File: config.mk
export PLATFORM = sky130hd
export DESIGN_NAME = rob_ctrl_flat
export DESIGN_NICKNAME = d
export VERILOG_FILES = /design/src/rtl/rob_ctrl_if.sv /design/src/rtl/rob_ctrl.sv /design/src/flat_wrapper.sv
export SDC_FILE = /design/constraint.sdc
export NUM_CORES = 1
export LEC_CHECK = 0
export BUFFER_PORTS_ARGS = -buffer_cell sky130_fd_sc_hd__buf_2
export CAP_MARGIN = 20
export CORE_ASPECT_RATIO = 0.8
export CORE_MARGIN = 8
export CORE_UTILIZATION = 40
export DETAILED_ROUTE_END_ITERATION = 8
export HOLD_SLACK_MARGIN = 0.1
export SLEW_MARGIN = 40
export SYNTH_ARGS = -nofsm -noshare
export SYNTH_HDL_FRONTEND = slang
export SYNTH_SLANG_ARGS = --single-unit
File: constraint.sdc
create_clock -name clk1 -period 8.4 [get_ports clk1]
set_input_delay 2.1 -clock clk1 [delete_from_list [all_inputs] [get_ports clk1]]
set_output_delay 2.1 -clock clk1 [all_outputs]
set_load 0.005 [all_outputs]
File: src/rtl/rob_ctrl_if.sv
`default_nettype none
// ============================================================================
//  Module      : rob_ctrl_if
//  Description : Bundles the issue-stage allocation port, the common data
//                bus completion port and the in-order commit port of the
//                reorder-buffer controller. Occupancy status rides along.
//                master = issue/CDB/register-bank side, slave = ROB.
//  Revision    : 1.0  initial release
// ============================================================================
interface rob_ctrl_if #(
    parameter int IDX_W  = 3,
    parameter int DATA_W = 16
);
    // Allocation from the issue stage
    logic              alloc_req;
    logic [3:0]        alloc_func;
    logic [3:0]        alloc_rd;
    logic              alloc_gnt;
    logic [IDX_W-1:0]  alloc_idx;

    // Occupancy status
    logic              full;
    logic              empty;
    logic [IDX_W:0]    count;

    // Completion from the common data bus
    logic              cdb_valid;
    logic [IDX_W-1:0]  cdb_idx;
    logic [DATA_W-1:0] cdb_value;

    // In-order commit to the register bank
    logic              commit_valid;
    logic              commit_ready;
    logic [IDX_W-1:0]  commit_idx;
    logic [3:0]        commit_rd;
    logic [3:0]        commit_func;
    logic [DATA_W-1:0] commit_value;

    modport master (
        output alloc_req, alloc_func, alloc_rd,
        input  alloc_gnt, alloc_idx,
        input  full, empty, count,
        output cdb_valid, cdb_idx, cdb_value,
        input  commit_valid,
        output commit_ready,
        input  commit_idx, commit_rd, commit_func, commit_value
    );

    modport slave (
        input  alloc_req, alloc_func, alloc_rd,
        output alloc_gnt, alloc_idx,
        output full, empty, count,
        input  cdb_valid, cdb_idx, cdb_value,
        output commit_valid,
        input  commit_ready,
        output commit_idx, commit_rd, commit_func, commit_value
    );
endinterface
`default_nettype wire

File: src/rtl/rob_ctrl.sv
`default_nettype none
// ============================================================================
//  Module      : rob_ctrl
//  Description : Reorder-buffer allocation / completion / commit controller.
//                Entries are allocated at the tail, completed out of order
//                from the CDB and retired in order from the head. An explicit
//                occupancy count disambiguates full from empty.
//                Optional macro ROB_FLUSH_EN adds a 'flush' input that clears
//                every entry and both pointers at the next clock edge.
//  Revision    : 1.0  initial release
// ============================================================================
module rob_ctrl #(
    parameter int DEPTH  = 8,
    parameter int IDX_W  = 3,
    parameter int DATA_W = 16
) (
    input  logic        clk1,
    input  logic        rst,
`ifdef ROB_FLUSH_EN
    input  logic        flush,
`endif
    rob_ctrl_if.slave   bus
);

    localparam logic [IDX_W:0]   c_DEPTH   = (IDX_W+1)'(DEPTH);
    localparam logic [IDX_W:0]   c_CNT_ONE = (IDX_W+1)'(1);
    localparam logic [IDX_W-1:0] c_PTR_ONE = IDX_W'(1);

    // Per-entry state
    logic              r_valid [DEPTH];
    logic              r_done  [DEPTH];
    logic [3:0]        r_func  [DEPTH];
    logic [3:0]        r_rd    [DEPTH];
    logic [DATA_W-1:0] r_value [DEPTH];

    // Pointers and occupancy
    logic [IDX_W-1:0]  r_head;
    logic [IDX_W-1:0]  r_tail;
    logic [IDX_W:0]    r_count;

    logic              w_flush;
    logic              w_full;
    logic              w_gnt;
    logic              w_commit_valid;
    logic              w_fire;
    logic              w_cdb_hit;

`ifdef ROB_FLUSH_EN
    assign w_flush = flush;
`else
    assign w_flush = 1'b0;
`endif

    // The grant only looks at the registered count, so a commit in the same
    // cycle never opens a slot for that cycle's allocation. Reset also masks
    // it so the grant reads 0 while rst is held.
    assign w_full         = (r_count == c_DEPTH);
    assign w_gnt          = bus.alloc_req & ~w_full & ~w_flush & ~rst;
    assign w_commit_valid = r_valid[r_head] & r_done[r_head];
    assign w_fire         = w_commit_valid & bus.commit_ready;

    // Completion only lands on a live, not-yet-done entry; an entry being
    // allocated this cycle is still invalid and therefore ignored.
    assign w_cdb_hit      = bus.cdb_valid & r_valid[bus.cdb_idx] & ~r_done[bus.cdb_idx];

    assign bus.alloc_gnt    = w_gnt;
    assign bus.alloc_idx    = r_tail;
    assign bus.full         = w_full;
    assign bus.empty        = (r_count == '0);
    assign bus.count        = r_count;
    assign bus.commit_valid = w_commit_valid;
    assign bus.commit_idx   = r_head;
    assign bus.commit_rd    = r_rd[r_head];
    assign bus.commit_func  = r_func[r_head];
    assign bus.commit_value = r_value[r_head];

    // Head/tail pointers and occupancy count; wrap by modulo arithmetic only
    always_ff @(posedge clk1 or posedge rst) begin
        if (rst) begin
            r_head  <= '0;
            r_tail  <= '0;
            r_count <= '0;
        end else if (w_flush) begin
            r_head  <= '0;
            r_tail  <= '0;
            r_count <= '0;
        end else begin
            if (w_gnt) begin
                r_tail <= r_tail + c_PTR_ONE;
            end
            if (w_fire) begin
                r_head <= r_head + c_PTR_ONE;
            end
            case ({w_gnt, w_fire})
                2'b10:   r_count <= r_count + c_CNT_ONE;
                2'b01:   r_count <= r_count - c_CNT_ONE;
                default: r_count <= r_count;
            endcase
        end
    end

    // Entry storage: commit retires the head, CDB completes, allocation fills
    // the tail. The three never target the same live entry in one cycle.
    always_ff @(posedge clk1 or posedge rst) begin
        if (rst) begin
            for (int i = 0; i < DEPTH; i++) begin
                r_valid[i] <= 1'b0;
                r_done[i]  <= 1'b0;
                r_func[i]  <= '0;
                r_rd[i]    <= '0;
                r_value[i] <= '0;
            end
        end else if (w_flush) begin
            for (int i = 0; i < DEPTH; i++) begin
                r_valid[i] <= 1'b0;
                r_done[i]  <= 1'b0;
            end
        end else begin
            if (w_fire) begin
                r_valid[r_head] <= 1'b0;
                r_done[r_head]  <= 1'b0;
            end
            if (w_cdb_hit) begin
                r_done[bus.cdb_idx]  <= 1'b1;
                r_value[bus.cdb_idx] <= bus.cdb_value;
            end
            if (w_gnt) begin
                r_valid[r_tail] <= 1'b1;
                r_done[r_tail]  <= 1'b0;
                r_func[r_tail]  <= bus.alloc_func;
                r_rd[r_tail]    <= bus.alloc_rd;
                r_value[r_tail] <= '0;
            end
        end
    end

endmodule
`default_nettype wire

File: src/flat_wrapper.sv
// flat-port wrapper written by rule: the top's interface ports become plain ports
module rob_ctrl_flat 
#(
    parameter int DEPTH  = 8,
    parameter int IDX_W  = 3,
    parameter int DATA_W = 16
)
  (clk1, rst, bus_alloc_req, bus_alloc_func, bus_alloc_rd, bus_alloc_gnt, bus_alloc_idx, bus_full, bus_empty, bus_count, bus_cdb_valid, bus_cdb_idx, bus_cdb_value, bus_commit_valid, bus_commit_ready, bus_commit_idx, bus_commit_rd, bus_commit_func, bus_commit_value);
  rob_ctrl_if #(.IDX_W(IDX_W), .DATA_W(DATA_W)) bus_i ();
  input  logic clk1;
  input  logic rst;
  input wire logic [$bits(bus_i.alloc_req)-1:0] bus_alloc_req;
  input wire logic [$bits(bus_i.alloc_func)-1:0] bus_alloc_func;
  input wire logic [$bits(bus_i.alloc_rd)-1:0] bus_alloc_rd;
  output wire logic [$bits(bus_i.alloc_gnt)-1:0] bus_alloc_gnt;
  output wire logic [$bits(bus_i.alloc_idx)-1:0] bus_alloc_idx;
  output wire logic [$bits(bus_i.full)-1:0] bus_full;
  output wire logic [$bits(bus_i.empty)-1:0] bus_empty;
  output wire logic [$bits(bus_i.count)-1:0] bus_count;
  input wire logic [$bits(bus_i.cdb_valid)-1:0] bus_cdb_valid;
  input wire logic [$bits(bus_i.cdb_idx)-1:0] bus_cdb_idx;
  input wire logic [$bits(bus_i.cdb_value)-1:0] bus_cdb_value;
  output wire logic [$bits(bus_i.commit_valid)-1:0] bus_commit_valid;
  input wire logic [$bits(bus_i.commit_ready)-1:0] bus_commit_ready;
  output wire logic [$bits(bus_i.commit_idx)-1:0] bus_commit_idx;
  output wire logic [$bits(bus_i.commit_rd)-1:0] bus_commit_rd;
  output wire logic [$bits(bus_i.commit_func)-1:0] bus_commit_func;
  output wire logic [$bits(bus_i.commit_value)-1:0] bus_commit_value;
  assign bus_i.alloc_req = bus_alloc_req;
  assign bus_i.alloc_func = bus_alloc_func;
  assign bus_i.alloc_rd = bus_alloc_rd;
  assign bus_alloc_gnt = bus_i.alloc_gnt;
  assign bus_alloc_idx = bus_i.alloc_idx;
  assign bus_full = bus_i.full;
  assign bus_empty = bus_i.empty;
  assign bus_count = bus_i.count;
  assign bus_i.cdb_valid = bus_cdb_valid;
  assign bus_i.cdb_idx = bus_cdb_idx;
  assign bus_i.cdb_value = bus_cdb_value;
  assign bus_commit_valid = bus_i.commit_valid;
  assign bus_i.commit_ready = bus_commit_ready;
  assign bus_commit_idx = bus_i.commit_idx;
  assign bus_commit_rd = bus_i.commit_rd;
  assign bus_commit_func = bus_i.commit_func;
  assign bus_commit_value = bus_i.commit_value;
  rob_ctrl #(.DEPTH(DEPTH), .IDX_W(IDX_W), .DATA_W(DATA_W)) u_core (.clk1(clk1), .rst(rst), .bus(bus_i));
endmodule
==> qor.txt, run 1 <==
STATUS
-----------------------------------------------------------------------------------------------------
Result of the run ...................................................................... complete, no violations

LOGIC SYNTHESIS
-----------------------------------------------------------------------------------------------------
#FFs+latches synth .....................................................................          218
Synthesized-area fraction occupied by xor and xnor cells ...............................     0.005683
Net Count, Synth .......................................................................        1,043
Post-synth EDFFs .......................................................................            0
Post-synthesis mux area share ..........................................................       0.1781
Average size of a mapped cell ..........................................................    10.72 um2
Post-synthesis share of cell area spent on full adders, half adders and majority gates .     0.005799
Combinational family with the most area after synthesis ................................ multiplexers
Yosys Warn Count .......................................................................            0
Prevailing post-synth register cell .................................................... sky130_fd_sc_hd__dfrtp_1
Post-synth ARST share ..................................................................        1.000
Fraction of the mapped netlist area in simple logic gates ..............................       0.1188
Synthesized cell area ..................................................................   10,790 um2
Number of standard cells after synthesis ...............................................        1,006
Leading cell types by total area after synthesis ....................................... sky130_fd_sc_hd__dfrtp_1 51%, sky130_fd_sc_hd__mux2_2 8.0%, sky130_fd_sc_hd__mux2i_1 7.1%, sky130_fd_sc_hd__o21ai_0 3.9%, sky130_fd_sc_hd__nor2_1 3.3%
Share of the synthesized area in compound gates (AO/OA/AOI/OAI) ........................       0.1436
Share of the yosys chip area belonging to registers ....................................       0.5057
Distinct cell type count of the synthesized netlist ....................................           59
Area fraction of the dominant cell type after synthesis ................................       0.5057
Post-synth top area cell ............................................................... sky130_fd_sc_hd__dfrtp_1

ROUTE
-----------------------------------------------------------------------------------------------------
Wire length on met3 ....................................................................      2985 um
First drt pass iteration count .........................................................            5
Routed vias ............................................................................        8,492
Antenna violation net count after detailed routing .....................................            0
Met2 wire len ..........................................................................    15,300 um
Via density per instance ...............................................................        6.018
Routed metal-1 wirelength ..............................................................    15,120 um
Highest routing layer actually used ....................................................         met4
Sum of routed wire length over all layers ..............................................    34,150 um
Remaining design rule violation count ..................................................            0
Drt initial violations .................................................................          947
Average detailed-routed wire length per instance .......................................     24.20 um

CRITICAL PATH
-----------------------------------------------------------------------------------------------------
Critical Path RT .......................................................................      6300 ps
Number of stages on the worst setup path ...............................................            6
Worst Path Arrival .....................................................................      3720 ps
Reg2Reg Capture Point .................................................................. u_core.bus.count[2]
Register-to-Register Setup Slack .......................................................      4880 ps
CP Max Fanout ..........................................................................           35
CP Launch Type .........................................................................     register
Endpoint type of the worst setup path ..................................................   output pin
Cell at the slowest stage of the critical path ......................................... sky130_fd_sc_hd__nor2b_1
CP top delay family .................................................................... simple AND/OR/NAND/NOR gates
Number of buffers and inverters on the critical path ...................................            2
Beginning of the worst register-to-register path ....................................... u_core.bus.commit_idx[0]
Slowest stage delay, CP ................................................................       770 ps
Ordered cell list for the critical path ................................................ buf_4 > nor2b_1 > and2_0 > a221oi_1 > o21ai_0 > buf_2
Crit path kind ......................................................................... register to output pin
Worst Reg2Reg Path Length in Cells .....................................................           11

GLOBAL ROUTING
-----------------------------------------------------------------------------------------------------
Antenna violations before repair .......................................................            0
First-pass GRT wire length .............................................................    52,780 um
Sum of overflow across all layers after global routing .................................            0
Total routing usage reported by global routing .........................................       0.2090
Largest net degree at the start of global routing ......................................          144
Vias in the first global route .........................................................        8,431

STA
-----------------------------------------------------------------------------------------------------
Number of failing setup endpoints in the final timing report ...........................            0
Max Slew Vio Count .....................................................................            0
Ratio of final minimum period to clock period ..........................................       0.6924
Setup repair after global routing missed its margin ....................................        false
Post-Route Setup TNS ...................................................................         0 ps
Headroom to the max-slew limit .........................................................       0.4035
Worst slew pin tran ....................................................................     893.0 ps
Count of endpoints failing hold in the final timing report .............................            0
Setup slack after layout ...............................................................      2584 ps
Worst Clk Skew .........................................................................     26.12 ps
Minimum period implied by the final worst setup slack ..................................      5816 ps
Highest Clock Rate .....................................................................   0.1719 GHz

CLOCKING
-----------------------------------------------------------------------------------------------------
Insertion delay to the later sink of the worst-skew pair ...............................       540 ps
CTS clk-pin slew, worst paths ..........................................................        70 ps
TritonCTS clock tree ...................................................................         done
# resized after CTS ....................................................................            0
Maximum buffer depth of the clock tree .................................................            3
# hold bufs at CTS .....................................................................            0
Cts bufs inserted ......................................................................           24
H-tree Lvls ............................................................................            1
Total clock sinks ......................................................................          218
Number of setup buffers added after CTS ................................................            0
Cell at the root of the clock tree ..................................................... sky130_fd_sc_hd__clkbuf_16

FINAL LAYOUT
-----------------------------------------------------------------------------------------------------
Area growth from synthesis to layout ...................................................       13.81%
Fill count .............................................................................        2,532
Commonest cells after routing, fill and taps aside ..................................... 215 x sky130_fd_sc_hd__dfrtp_1, 94 x sky130_fd_sc_hd__nor2_1, 83 x sky130_fd_sc_hd__o21ai_0, 77 x sky130_fd_sc_hd__mux2_2, 77 x sky130_fd_sc_hd__mux2i_1
Total number of nets in the final design ...............................................        1,073
Ant diodes .............................................................................            0
Fraction of final layout cells with drive strength greater than 1 ......................       0.2334
Most common cell after layout, fill and taps aside ..................................... sky130_fd_sc_hd__dfrtp_1

POWER
-----------------------------------------------------------------------------------------------------
LEAKAGE ................................................................................     5.246 nW
Power density relative to cell area .................................................... 378.8 nW/um2
Peak supply drop .......................................................................     199.7 uV

PLACEMENT
-----------------------------------------------------------------------------------------------------
Worst setup timing slack at the placement stage ........................................      3249 ps
Count of port buffers added during placement ...........................................           69
Detailed placement HPWL ................................................................    20,270 um
Gp weighted congestion .................................................................       0.8004

FLOORPLAN
-----------------------------------------------------------------------------------------------------
Width of the die .......................................................................     199.6 um
Starting density of the core ...........................................................       0.4087
Number of cell rows ....................................................................           53
Std-Cell Core Area .....................................................................   26,390 um2
Die ar. ................................................................................   32,510 um2
# IOs ..................................................................................           70
Chip height ............................................................................     162.9 um

WORST HOLD PATH
-----------------------------------------------------------------------------------------------------
Source of the worst hold timing path ................................................... u_core.r_rd[23]
Min-Delay Path Class ................................................................... register to register
Min-Delay Endpoint ..................................................................... u_core.r_rd[23]
Hold Crit Depth ........................................................................            1

RUN
-----------------------------------------------------------------------------------------------------
Max Cap Violations .....................................................................            0

registers in the layout (all words and copies together) (netlist names):
signal	count
u_core.bus.alloc_idx	3
u_core.bus.count	4
u_core.r_value	128
u_core.r_rd	32
u_core.r_func	32
u_core.bus.commit_idx	3
u_core.r_valid	8
u_core.r_done	8
metal layers:
layer | GRT usage | up-vias
li1 | - | 3701
met1 | 0.3088 | 4293
met2 | 0.3125 | 427
met3 | 0.03635 | 71
met4 | 0.05275 | 0
met5 | 0 | -
Yosys cell counts (5+ instances only):
| library cell | count |
|---|---|
| sky130_fd_sc_hd__inv_1 | 7 |
| sky130_fd_sc_hd__mux2_2 | 77 |
| sky130_fd_sc_hd__nor2_1 | 96 |
| sky130_fd_sc_hd__o21ai_0 | 83 |
| sky130_fd_sc_hd__buf_2 | 22 |
| sky130_fd_sc_hd__mux2i_1 | 77 |
| sky130_fd_sc_hd__a221o_1 | 6 |
| sky130_fd_sc_hd__a21oi_1 | 67 |
| sky130_fd_sc_hd__ha_1 | 5 |
| sky130_fd_sc_hd__a22o_1 | 5 |
| sky130_fd_sc_hd__dfrtp_1 | 218 |
| sky130_fd_sc_hd__nand3_1 | 71 |
| sky130_fd_sc_hd__a22oi_1 | 27 |
| sky130_fd_sc_hd__buf_1 | 6 |
| sky130_fd_sc_hd__nand2_1 | 43 |
| sky130_fd_sc_hd__nor3_1 | 6 |
| sky130_fd_sc_hd__buf_4 | 8 |
| sky130_fd_sc_hd__mux4_2 | 11 |
| sky130_fd_sc_hd__a21o_1 | 5 |
| sky130_fd_sc_hd__nand2b_1 | 7 |
| sky130_fd_sc_hd__a31oi_1 | 5 |
| sky130_fd_sc_hd__a21boi_0 | 16 |
| sky130_fd_sc_hd__clkbuf_1 | 49 |
| sky130_fd_sc_hd__nor2b_1 | 6 |
| sky130_fd_sc_hd__a221oi_1 | 16 |
worst max path at each step:
stage | startpoint | end | slack [ps]
final | u_core.bus.commit_idx[2] | bus_commit_value[5] | 2580
after global routing | u_core.bus.commit_idx[2] | bus_commit_value[5] | 2530
after CTS | u_core.bus.commit_idx[2] | bus_commit_value[5] | 2700
after detailed placement | u_core.bus.commit_idx[2] | bus_commit_value[5] | 3250
after global placement | u_core.bus.commit_idx[2] | bus_commit_value[5] | 3400
after floorplan | rst | u_core.bus.alloc_idx[0] | 340
area by class of cell:
cell class	count	area [um2]	share of cell area
clock inverter	5	61.31	0.004993
clock buffer	39	716.9	0.05839
multi-input combinational	690	4952	0.4033
inverter	8	42.54	0.003465
tap	357	446.7	0.03638
sequential	218	5459	0.4446
timing repair buffer	94	599.3	0.04881
logic make-up (layout without fill, tap and decap cells):
family	Yosys count	in the layout
buffers and inverters	98	146
XOR/XNOR	7	7
flip-flops	218	218
multiplexers	168	168
adder cells (fa/ha/maj)	5	5
AO/OA/AOI/OAI	245	245
AND/OR/NAND/NOR	265	265
where the power goes:
group	switching [mW]	internal, mW
clock	0.437	0.614
sequential	0.360	1.52
combinational	0.960	0.756
total	1.76	2.89
stage by stage:
stage	std cells	instance area [um2]	util	hold slack (ps)	power [mW]
after floorplan	1006	10790	-	460.2	2.963
after global placement	1361	11380	0.4310	476.6	3.550
after detailed placement	1365	11440	0.4336	483.8	3.605
after CTS	1409	12220	0.4631	498.4	4.665
after global routing	1411	12280	0.4652	509.5	4.940
final	1411	12280	0.4652	495.1	4.651
No activity file was read; power rests on OpenSTA's default activity.
==> run 2, diff against run 1 <==
--- a/config.mk
+++ b/config.mk
@@ -5,6 +5,7 @@
 export SDC_FILE = /design/constraint.sdc
 export NUM_CORES = 1
 export LEC_CHECK = 0
+export ABC_AREA = 1
 export BUFFER_PORTS_ARGS = -buffer_cell sky130_fd_sc_hd__buf_2
 export CAP_MARGIN = 20
 export CORE_ASPECT_RATIO = 0.8
==> constraint.sdc (replaced) <==
create_clock -name clk1 -period 4.73 [get_ports clk1]
set_input_delay 1.1825 -clock clk1 [delete_from_list [all_inputs] [get_ports clk1]]
set_output_delay 1.1825 -clock clk1 [all_outputs]
set_load 0.005 [all_outputs]
==> run 2 against run 1 <==
Compared with the run above: design area rose by 0.95%; synthesized area is 3.3% higher; critical path type unchanged; largest cell class unchanged; cell count up 34%; count of clock-buffer cells in the layout fell by 3; setup slack lost 2000 ps; die area grew 3.0%; hold slack got worse by 10 ps; largest power group unchanged; total power rose by 76%; utilization shrank 1.2 points.
==> qor.txt, run 2 <==
FINAL LAYOUT
----------------------------------------------------------------------------------
End-of-flow core utilization ........................................       0.4529   -0.01225
Total number of nets in the final design ............................        1,546   +44%
Flip-flop count of the largest register, all copies and words added .          128   unchanged
Sequential cell area ................................................     5455 um2   about the same
Fill count ..........................................................        2,765   +9.2%
Largest register by flop count ...................................... u_core.r_value
Area of all placed cells without fillers ............................   12,390 um2   +0.95%
Most common cell after layout, fill and taps aside .................. sky130_fd_sc_hd__nand2_1
Largest regs ........................................................ u_core.r_value x128, u_core.r_func x32, u_core.r_rd x32
Total area of multi-input combinational cells .......................     4412 um2   -11%
Area growth from synthesis to layout ................................       11.22%
Commonest cells after routing, fill and taps aside .................. 446 x sky130_fd_sc_hd__nand2_1, 287 x sky130_fd_sc_hd__nor2_1, 218 x sky130_fd_sc_hd__dfrtp_1, 190 x sky130_fd_sc_hd__inv_1, 74 x sky130_fd_sc_hd__o21ai_0
Fraction of final layout cells with drive strength greater than 1 ...      0.09633   -0.1371

GLOBAL ROUTING
----------------------------------------------------------------------------------
Largest net degree at the start of global routing ...................          153   +6.3%
Total routing usage reported by global routing ......................       0.1962   -0.01277
Antenna violations before repair ....................................            2   +2
Vias in the first global route ......................................        8,975   +6.5%
Sum of overflow across all layers after global routing ..............            0   unchanged
First-pass GRT wire length ..........................................    52,290 um   -0.93%

STA
----------------------------------------------------------------------------------
Max Slew Vio Count ..................................................            0   unchanged
Headroom to the max-slew limit ......................................       0.5152   +0.1118
Hold_ws .............................................................     484.9 ps   -10.13 ps
Highest Clock Rate ..................................................   0.2395 GHz
Worst Clk Skew ......................................................     15.45 ps   -10.68 ps
Setup slack after layout ............................................     555.4 ps   -2029 ps
Minimum period implied by the final worst setup slack ...............      4175 ps
Number of failing setup endpoints in the final timing report ........            0   unchanged
Setup repair after global routing missed its margin .................        false
Post-Route Setup TNS ................................................         0 ps   unchanged
Worst slew pin tran .................................................     726.4 ps   -166.6 ps
Ratio of final minimum period to clock period .......................       0.8826
Count of endpoints failing hold in the final timing report ..........            0   unchanged

POWER
----------------------------------------------------------------------------------
Switching power .....................................................     3.221 mW   +83%
Peak supply drop ....................................................     326.6 uV   +64%
Register share of total power .......................................        0.397   -0.008
Design internal power ...............................................     4.979 mW   +72%
Power density relative to cell area ................................. 661.6 nW/um2   +75%
Sw frac .............................................................       0.3928   +0.01512
LEAKAGE .............................................................     7.040 nW   +34%
Relative contribution of the clock network to total power ...........        0.235   +0.009
Share of power burned in combinational logic ........................        0.368   about the same

PLACEMENT
----------------------------------------------------------------------------------
Gp weighted congestion ..............................................       0.8401   +5.0%
Worst setup timing slack at the placement stage .....................      1159 ps   -2090 ps
Post-place instance area ............................................   11,550 um2   +0.89%
Count of port buffers added during placement ........................           69   unchanged
Detailed placement HPWL .............................................    20,480 um   +1.0%

WORST HOLD PATH
----------------------------------------------------------------------------------
Min-Delay Path Class ................................................ register to register

CRITICAL PATH
----------------------------------------------------------------------------------
Endpoint type of the worst setup path ...............................   output pin
Critical Path RT ....................................................      3550 ps   -2750 ps
CP Max Fanout .......................................................           15   -57%
Register-to-Register Setup Slack ....................................      1380 ps   -3500 ps
Worst Path Arrival ..................................................      2990 ps   -730 ps
Crit path kind ...................................................... register to output pin
CP Launch Type ......................................................     register

FLOORPLAN
----------------------------------------------------------------------------------
Starting density of the core ........................................       0.4073   -0.001472
Number of cell rows .................................................           54   +1.9%
Std-Cell Core Area ..................................................   27,360 um2   +3.7%
Chip height .........................................................     165.3 um   +1.5%
Die ar. .............................................................   33,490 um2   +3.0%
# IOs ...............................................................           70   unchanged
Width of the die ....................................................     202.6 um   +1.5%

STATUS
----------------------------------------------------------------------------------
Result of the run ................................................... complete, no violations

CLOCKING
----------------------------------------------------------------------------------
Cell at the root of the clock tree .................................. sky130_fd_sc_hd__clkbuf_16
CTS clk-pin slew, worst paths .......................................        60 ps   about the same
Total clock sinks ...................................................          218   unchanged
# resized after CTS .................................................            0   unchanged
Number of setup buffers added after CTS .............................            0   unchanged
Cts bufs inserted ...................................................           25   +4.2%
Insertion delay to the later sink of the worst-skew pair ............       530 ps   about the same
# hold bufs at CTS ..................................................            0   unchanged
Maximum buffer depth of the clock tree ..............................            3   unchanged
H-tree Lvls .........................................................            1   unchanged
TritonCTS clock tree ................................................         done

LOGIC SYNTHESIS
----------------------------------------------------------------------------------
Number of standard cells after synthesis ............................        1,479   +47%
#FFs+latches synth ..................................................          218   unchanged
Distinct cell type count of the synthesized netlist .................           37   -37%
Synthesized cell area ...............................................   11,140 um2   +3.3%
Post-synth ARST share ...............................................        1.000   unchanged
Post-synth EDFFs ....................................................            0   unchanged
Post-synth top area cell ............................................ sky130_fd_sc_hd__dfrtp_1
Area fraction of the dominant cell type after synthesis .............       0.4895   -0.01618
Leading cell types by total area after synthesis .................... sky130_fd_sc_hd__dfrtp_1 49%, sky130_fd_sc_hd__nand2_1 15%, sky130_fd_sc_hd__nor2_1 9.7%, sky130_fd_sc_hd__inv_1 6.5%, sky130_fd_sc_hd__o21ai_0 3.3%
Share of the yosys chip area belonging to registers .................       0.4895   -0.01618
Most frequent cells after synthesis ................................. 447 x sky130_fd_sc_hd__nand2_1, 289 x sky130_fd_sc_hd__nor2_1, 218 x sky130_fd_sc_hd__dfrtp_1, 193 x sky130_fd_sc_hd__inv_1, 74 x sky130_fd_sc_hd__o21ai_0
Yosys Warn Count ....................................................            0   unchanged
Leading cell type by number of instances after synthesis ............ sky130_fd_sc_hd__nand2_1
Average size of a mapped cell .......................................    7.535 um2   -30%
Prevailing post-synth register cell ................................. sky130_fd_sc_hd__dfrtp_1
Net Count, Synth ....................................................        1,516   +45%

ROUTE
----------------------------------------------------------------------------------
Antenna violation net count after detailed routing ..................            0   unchanged
Average detailed-routed wire length per instance ....................     17.40 um   -28%
Drt initial violations ..............................................          891   -5.9%
Via density per instance ............................................        4.974   -17%
Remaining design rule violation count ...............................            0   unchanged
Routed vias .........................................................        9,405   +11%
First drt pass iteration count ......................................            5   unchanged
Sum of routed wire length over all layers ...........................    32,910 um   -3.6%

RUN
----------------------------------------------------------------------------------
Max Cap Violations ..................................................            0   unchanged

-- run 2: critical path, cell delays in order (launching register included) --
cell	delay, ps
sky130_fd_sc_hd__dfrtp_1	630
sky130_fd_sc_hd__inv_1	320
sky130_fd_sc_hd__nand2_1	150
sky130_fd_sc_hd__buf_4	250
sky130_fd_sc_hd__inv_1	300
sky130_fd_sc_hd__o2bb2ai_1	220
sky130_fd_sc_hd__a221oi_1	300
sky130_fd_sc_hd__nand2_1	120
sky130_fd_sc_hd__buf_2	150
-- run 2: logic make-up after synthesis --
group	synth area share
simple gates	0.2865
flops	0.4895
fa+ha+maj	0.005614
xor+xnor	0.005501
compound gates	0.09712
buf+inv	0.1158
-- run 2: layer usage --
metal,global-route usage,routed length [um]
met4,0.05890,947
met1,0.2793,15730
met3,0.02808,1730
met2,0.3074,14490
met5,0,13
-- run 2: power groups by stage --
stage | logic, mW | registers, mW | clock network [mW]
finish | 3.02 | 3.25 | 1.93
global route | 3.48 | 3.35 | 2.04
CTS | 3.04 | 3.24 | 1.96
detailed placement | 3.03 | 3.26 | 0
global placement | 2.94 | 3.26 | 0
floorplan | 2.13 | 3.10 | 0
-- run 2: cell type report --
cell class,count,share of cell area
tap,364,0.03675
clock buffer,36,0.05865
sequential,218,0.4401
antenna,1,0.0002019
timing repair buffer,87,0.04169
clock inverter,8,0.006965
multi-input combinational,981,0.3559
inverter,196,0.05966
-- run 2: worst paths after layout --
check | from | to | cells after the start
max in group asynchronous | rst | u_core.r_value[104] | 5
max reg2reg | u_core.bus.commit_idx[0] | u_core.bus.count[2] | 16
min reg2reg | u_core.r_valid[5] | u_core.r_valid[5] | 2
min in group asynchronous | rst | u_core.bus.count[0] | 3
min | u_core.r_valid[5] | u_core.r_valid[5] | 2
max | u_core.bus.commit_idx[0] | bus_commit_func[0] | 8
-- run 2: stage by stage --
stage / instances / power (mW)
detailed placement: 1845 / 6.282
global placement: 1845 / 6.202
finish: 1891 / 8.200
floorplan: 1479 / 5.238
CTS: 1889 / 8.237
global route: 1891 / 8.863
==> run 3, diff against run 2 <==
==> constraint.sdc (replaced) <==
create_clock -name clk1 -period 3.99 [get_ports clk1]
set_input_delay 0.9975 -clock clk1 [delete_from_list [all_inputs] [get_ports clk1]]
set_output_delay 0.9975 -clock clk1 [all_outputs]
set_load 0.005 [all_outputs]
==> run 3 against run 2 <==
Compared with the run above: flip-flop and latch count is the same; largest cell class unchanged; hold slack lost 72 ps; non-clock buffer count grew 3; via count grew 0.11%.
==> qor.txt, run 3 (same netlist as run 2, synthesis figures left out) <==
STATUS
----------------------------------------------------------------------------------
Result of the run ................................................... complete, no violations

ROUTE
----------------------------------------------------------------------------------
First drt pass iteration count ......................................            5   unchanged
Via density per instance ............................................        4.963   -0.21%
Routed vias .........................................................        9,415   +0.11%
Average detailed-routed wire length per instance ....................     17.33 um   -0.42%
Antenna violation net count after detailed routing ..................            0   unchanged
Remaining design rule violation count ...............................            0   unchanged
Sum of routed wire length over all layers ...........................    32,870 um   -0.10%
Drt initial violations ..............................................          862   -3.3%

PLACEMENT
----------------------------------------------------------------------------------
Placed Cells incl. Taps .............................................        1,849   +0.22%
Detailed placement HPWL .............................................    20,610 um   +0.62%
Count of port buffers added during placement ........................           69   unchanged
Gp weighted congestion ..............................................       0.8830   +5.1%

CRITICAL PATH
----------------------------------------------------------------------------------
Register-to-Register Setup Slack ....................................       880 ps   -500 ps
Cell at the slowest stage of the critical path ...................... sky130_fd_sc_hd__dfrtp_2
End point of the critical path ...................................... bus_commit_value[0]
Worst Reg2Reg Path Length in Cells ..................................           16   unchanged
CP Max Fanout .......................................................           15   unchanged
Critical Path RT ....................................................      2990 ps   -560 ps
Beginning of the worst register-to-register path .................... u_core.bus.commit_idx[0]
Crit path kind ...................................................... register to output pin
Number of buffers and inverters on the critical path ................            3   -1
Number of stages on the worst setup path ............................            6   -2
Endpoint type of the worst setup path ...............................   output pin
Reg2Reg Capture Point ............................................... u_core.bus.count[2]
Worst Path Arrival ..................................................      2730 ps   -260 ps
CP Launch Type ......................................................     register
Critical Path Most Common Cell ...................................... sky130_fd_sc_hd__nand2_1
Setup crit start .................................................... u_core.bus.commit_idx[0]
CP top delay family ................................................. buffers and inverters
Slowest stage delay, CP .............................................       540 ps   -90 ps
Ordered cell list for the critical path ............................. inv_1 > nand2_1 > clkinvlp_4 > a221oi_1 > nand2_1 > buf_2

CLOCKING
----------------------------------------------------------------------------------
H-tree Lvls .........................................................            1   unchanged
Maximum buffer depth of the clock tree ..............................            3   unchanged
CTS clk-pin slew, worst paths .......................................        60 ps   about the same
Number of setup buffers added after CTS .............................            0   unchanged
Insertion delay to the later sink of the worst-skew pair ............       540 ps   about the same
Cell at the root of the clock tree .................................. sky130_fd_sc_hd__clkbuf_16
Cts bufs inserted ...................................................           25   unchanged
TritonCTS clock tree ................................................         done
Total clock sinks ...................................................          218   unchanged

FLOORPLAN
----------------------------------------------------------------------------------
# IOs ...............................................................           70   unchanged
Number of cell rows .................................................           54   unchanged
Chip height .........................................................     165.3 um   unchanged
Die ar. .............................................................   33,490 um2   unchanged
Starting density of the core ........................................       0.4073   unchanged
Std-Cell Core Area ..................................................   27,360 um2   unchanged
Width of the die ....................................................     202.6 um   unchanged

POWER
----------------------------------------------------------------------------------
Peak supply drop ....................................................     324.7 uV   -0.58%
Total Power Consumption .............................................     9.824 mW   +20%
Power density relative to cell area ................................. 789.9 nW/um2   +19%
LEAKAGE .............................................................     7.041 nW   about the same

GLOBAL ROUTING
----------------------------------------------------------------------------------
Total routing usage reported by global routing ......................       0.1940   -0.002167
First-pass GRT wire length ..........................................    51,600 um   -1.3%
Vias in the first global route ......................................        8,751   -2.5%
Antenna violations before repair ....................................            3   +1
Sum of overflow across all layers after global routing ..............            0   unchanged
Largest net degree at the start of global routing ...................           82   -46%

RUN
----------------------------------------------------------------------------------
Max Cap Violations ..................................................            0   unchanged

FINAL LAYOUT
----------------------------------------------------------------------------------
Area growth from synthesis to layout ................................       11.60%
Commonest cells after routing, fill and taps aside .................. 446 x sky130_fd_sc_hd__nand2_1, 287 x sky130_fd_sc_hd__nor2_1, 217 x sky130_fd_sc_hd__dfrtp_1, 190 x sky130_fd_sc_hd__inv_1, 74 x sky130_fd_sc_hd__o21ai_0
Fill count ..........................................................        2,784   +0.69%
Most common cell after layout, fill and taps aside .................. sky130_fd_sc_hd__nand2_1
Non-filler cells, final .............................................        1,897   +0.32%
Total number of nets in the final design ............................        1,549   +0.19%
Flip-flop count of the largest register, all copies and words added .          128   unchanged
Fraction of final layout cells with drive strength greater than 1 ...      0.09928   +0.002951
End-of-flow core utilization ........................................       0.4545   +0.001555
Largest regs ........................................................ u_core.r_value x128, u_core.r_func x32, u_core.r_rd x32
Largest register by flop count ...................................... u_core.r_value

STA
----------------------------------------------------------------------------------
Max Slew Vio Count ..................................................            0   unchanged
Headroom to the max-slew limit ......................................       0.4453   -0.06995
Minimum period implied by the final worst setup slack ...............      3731 ps
Highest Clock Rate ..................................................   0.2680 GHz
Ratio of final minimum period to clock period .......................       0.9352
Worst Clk Skew ......................................................     18.34 ps   +2.895 ps
Number of failing setup endpoints in the final timing report ........            0   unchanged
Setup repair after global routing missed its margin .................        false
Worst slew pin tran .................................................     829.2 ps   +102.8 ps
Count of endpoints failing hold in the final timing report ..........            0   unchanged

WORST HOLD PATH
----------------------------------------------------------------------------------
Min-Delay Path Class ................................................ primary input to async pin

run 3: changes by cell type in the layout (fill, tap and decap cells not counted), sizes merged:
cell      previous run  this run
clkinvlp             1         2
bufinv               1         2
diode                1         2
clkinv               7         6
clkbuf              36        38
buf                 87        89
run 3: area by class of cell:
type                       instances  area [um2]  area share
antenna                            2       5.005   0.0004024
clock buffer                      37       730.7     0.05875
clock inverter                     9       121.4    0.009759
inverter                         196       743.2     0.05976
multi-input combinational        981        4412      0.3547
sequential                       218        5456      0.4387
tap                              364       455.4     0.03662
timing repair buffer              90       513.0     0.04125
run 3: per-layer routing:
metal / vias to the layer above / global-route usage / routed length, um / share of wire
met3: 60 / 0.02827 / 1986 / 0.060
met1: 4450 / 0.2842 / 15870 / 0.48
met5: - / 0 / 13 / 0.00040
met4: 2 / 0.05923 / 945 / 0.029
li1: 4615 / - / - / -
met2: 288 / 0.2931 / 14060 / 0.43
run 3: per-stage QoR:
stage,hold slack [ps],area (um2),setup TNS [ps],setup slack [ps]
detailed placement,465.2,11570,0,606.7
CTS,407.6,12420,0,49.39
global route,415.9,12440,0,96.36
floorplan,441.9,11260,-348270,-2124
global placement,456.4,11560,0,704.6
finish,412.7,12440,0,258.6
run 3: power breakdown:
group | leakage, nW | total, mW | internal (mW) | switching (mW)
Combinational | 3.93 | 3.63 | 1.33 | 2.30
Sequential | 2.69 | 3.83 | 3.25 | 0.583
Clock | 0.421 | 2.37 | 1.41 | 0.955
Total | 7.04 | 9.82 | 5.99 | 3.84
run 3: worst min path at each step:
| stage | start | end | slack (ps) | cells after the start |
|---|---|---|---|---|
| final | rst | u_core.bus.commit_idx[1] | 410 | 2 |
| after global routing | rst | u_core.bus.count[3] | 420 | 2 |
| after CTS | rst | u_core.bus.count[3] | 410 | 2 |
| after detailed placement | u_core.r_valid[5] | u_core.r_valid[5] | 470 | 2 |
| after global placement | u_core.r_valid[5] | u_core.r_valid[5] | 460 | 2 |
| after floorplan | u_core.r_valid[1] | u_core.r_valid[1] | 440 | 2 |
run 3: timing repair:
item / in CTS / in global routing
endpoints found under the setup margin: 0 / 14
hold buffers: 0 / 0
resized for setup: 0 / 3
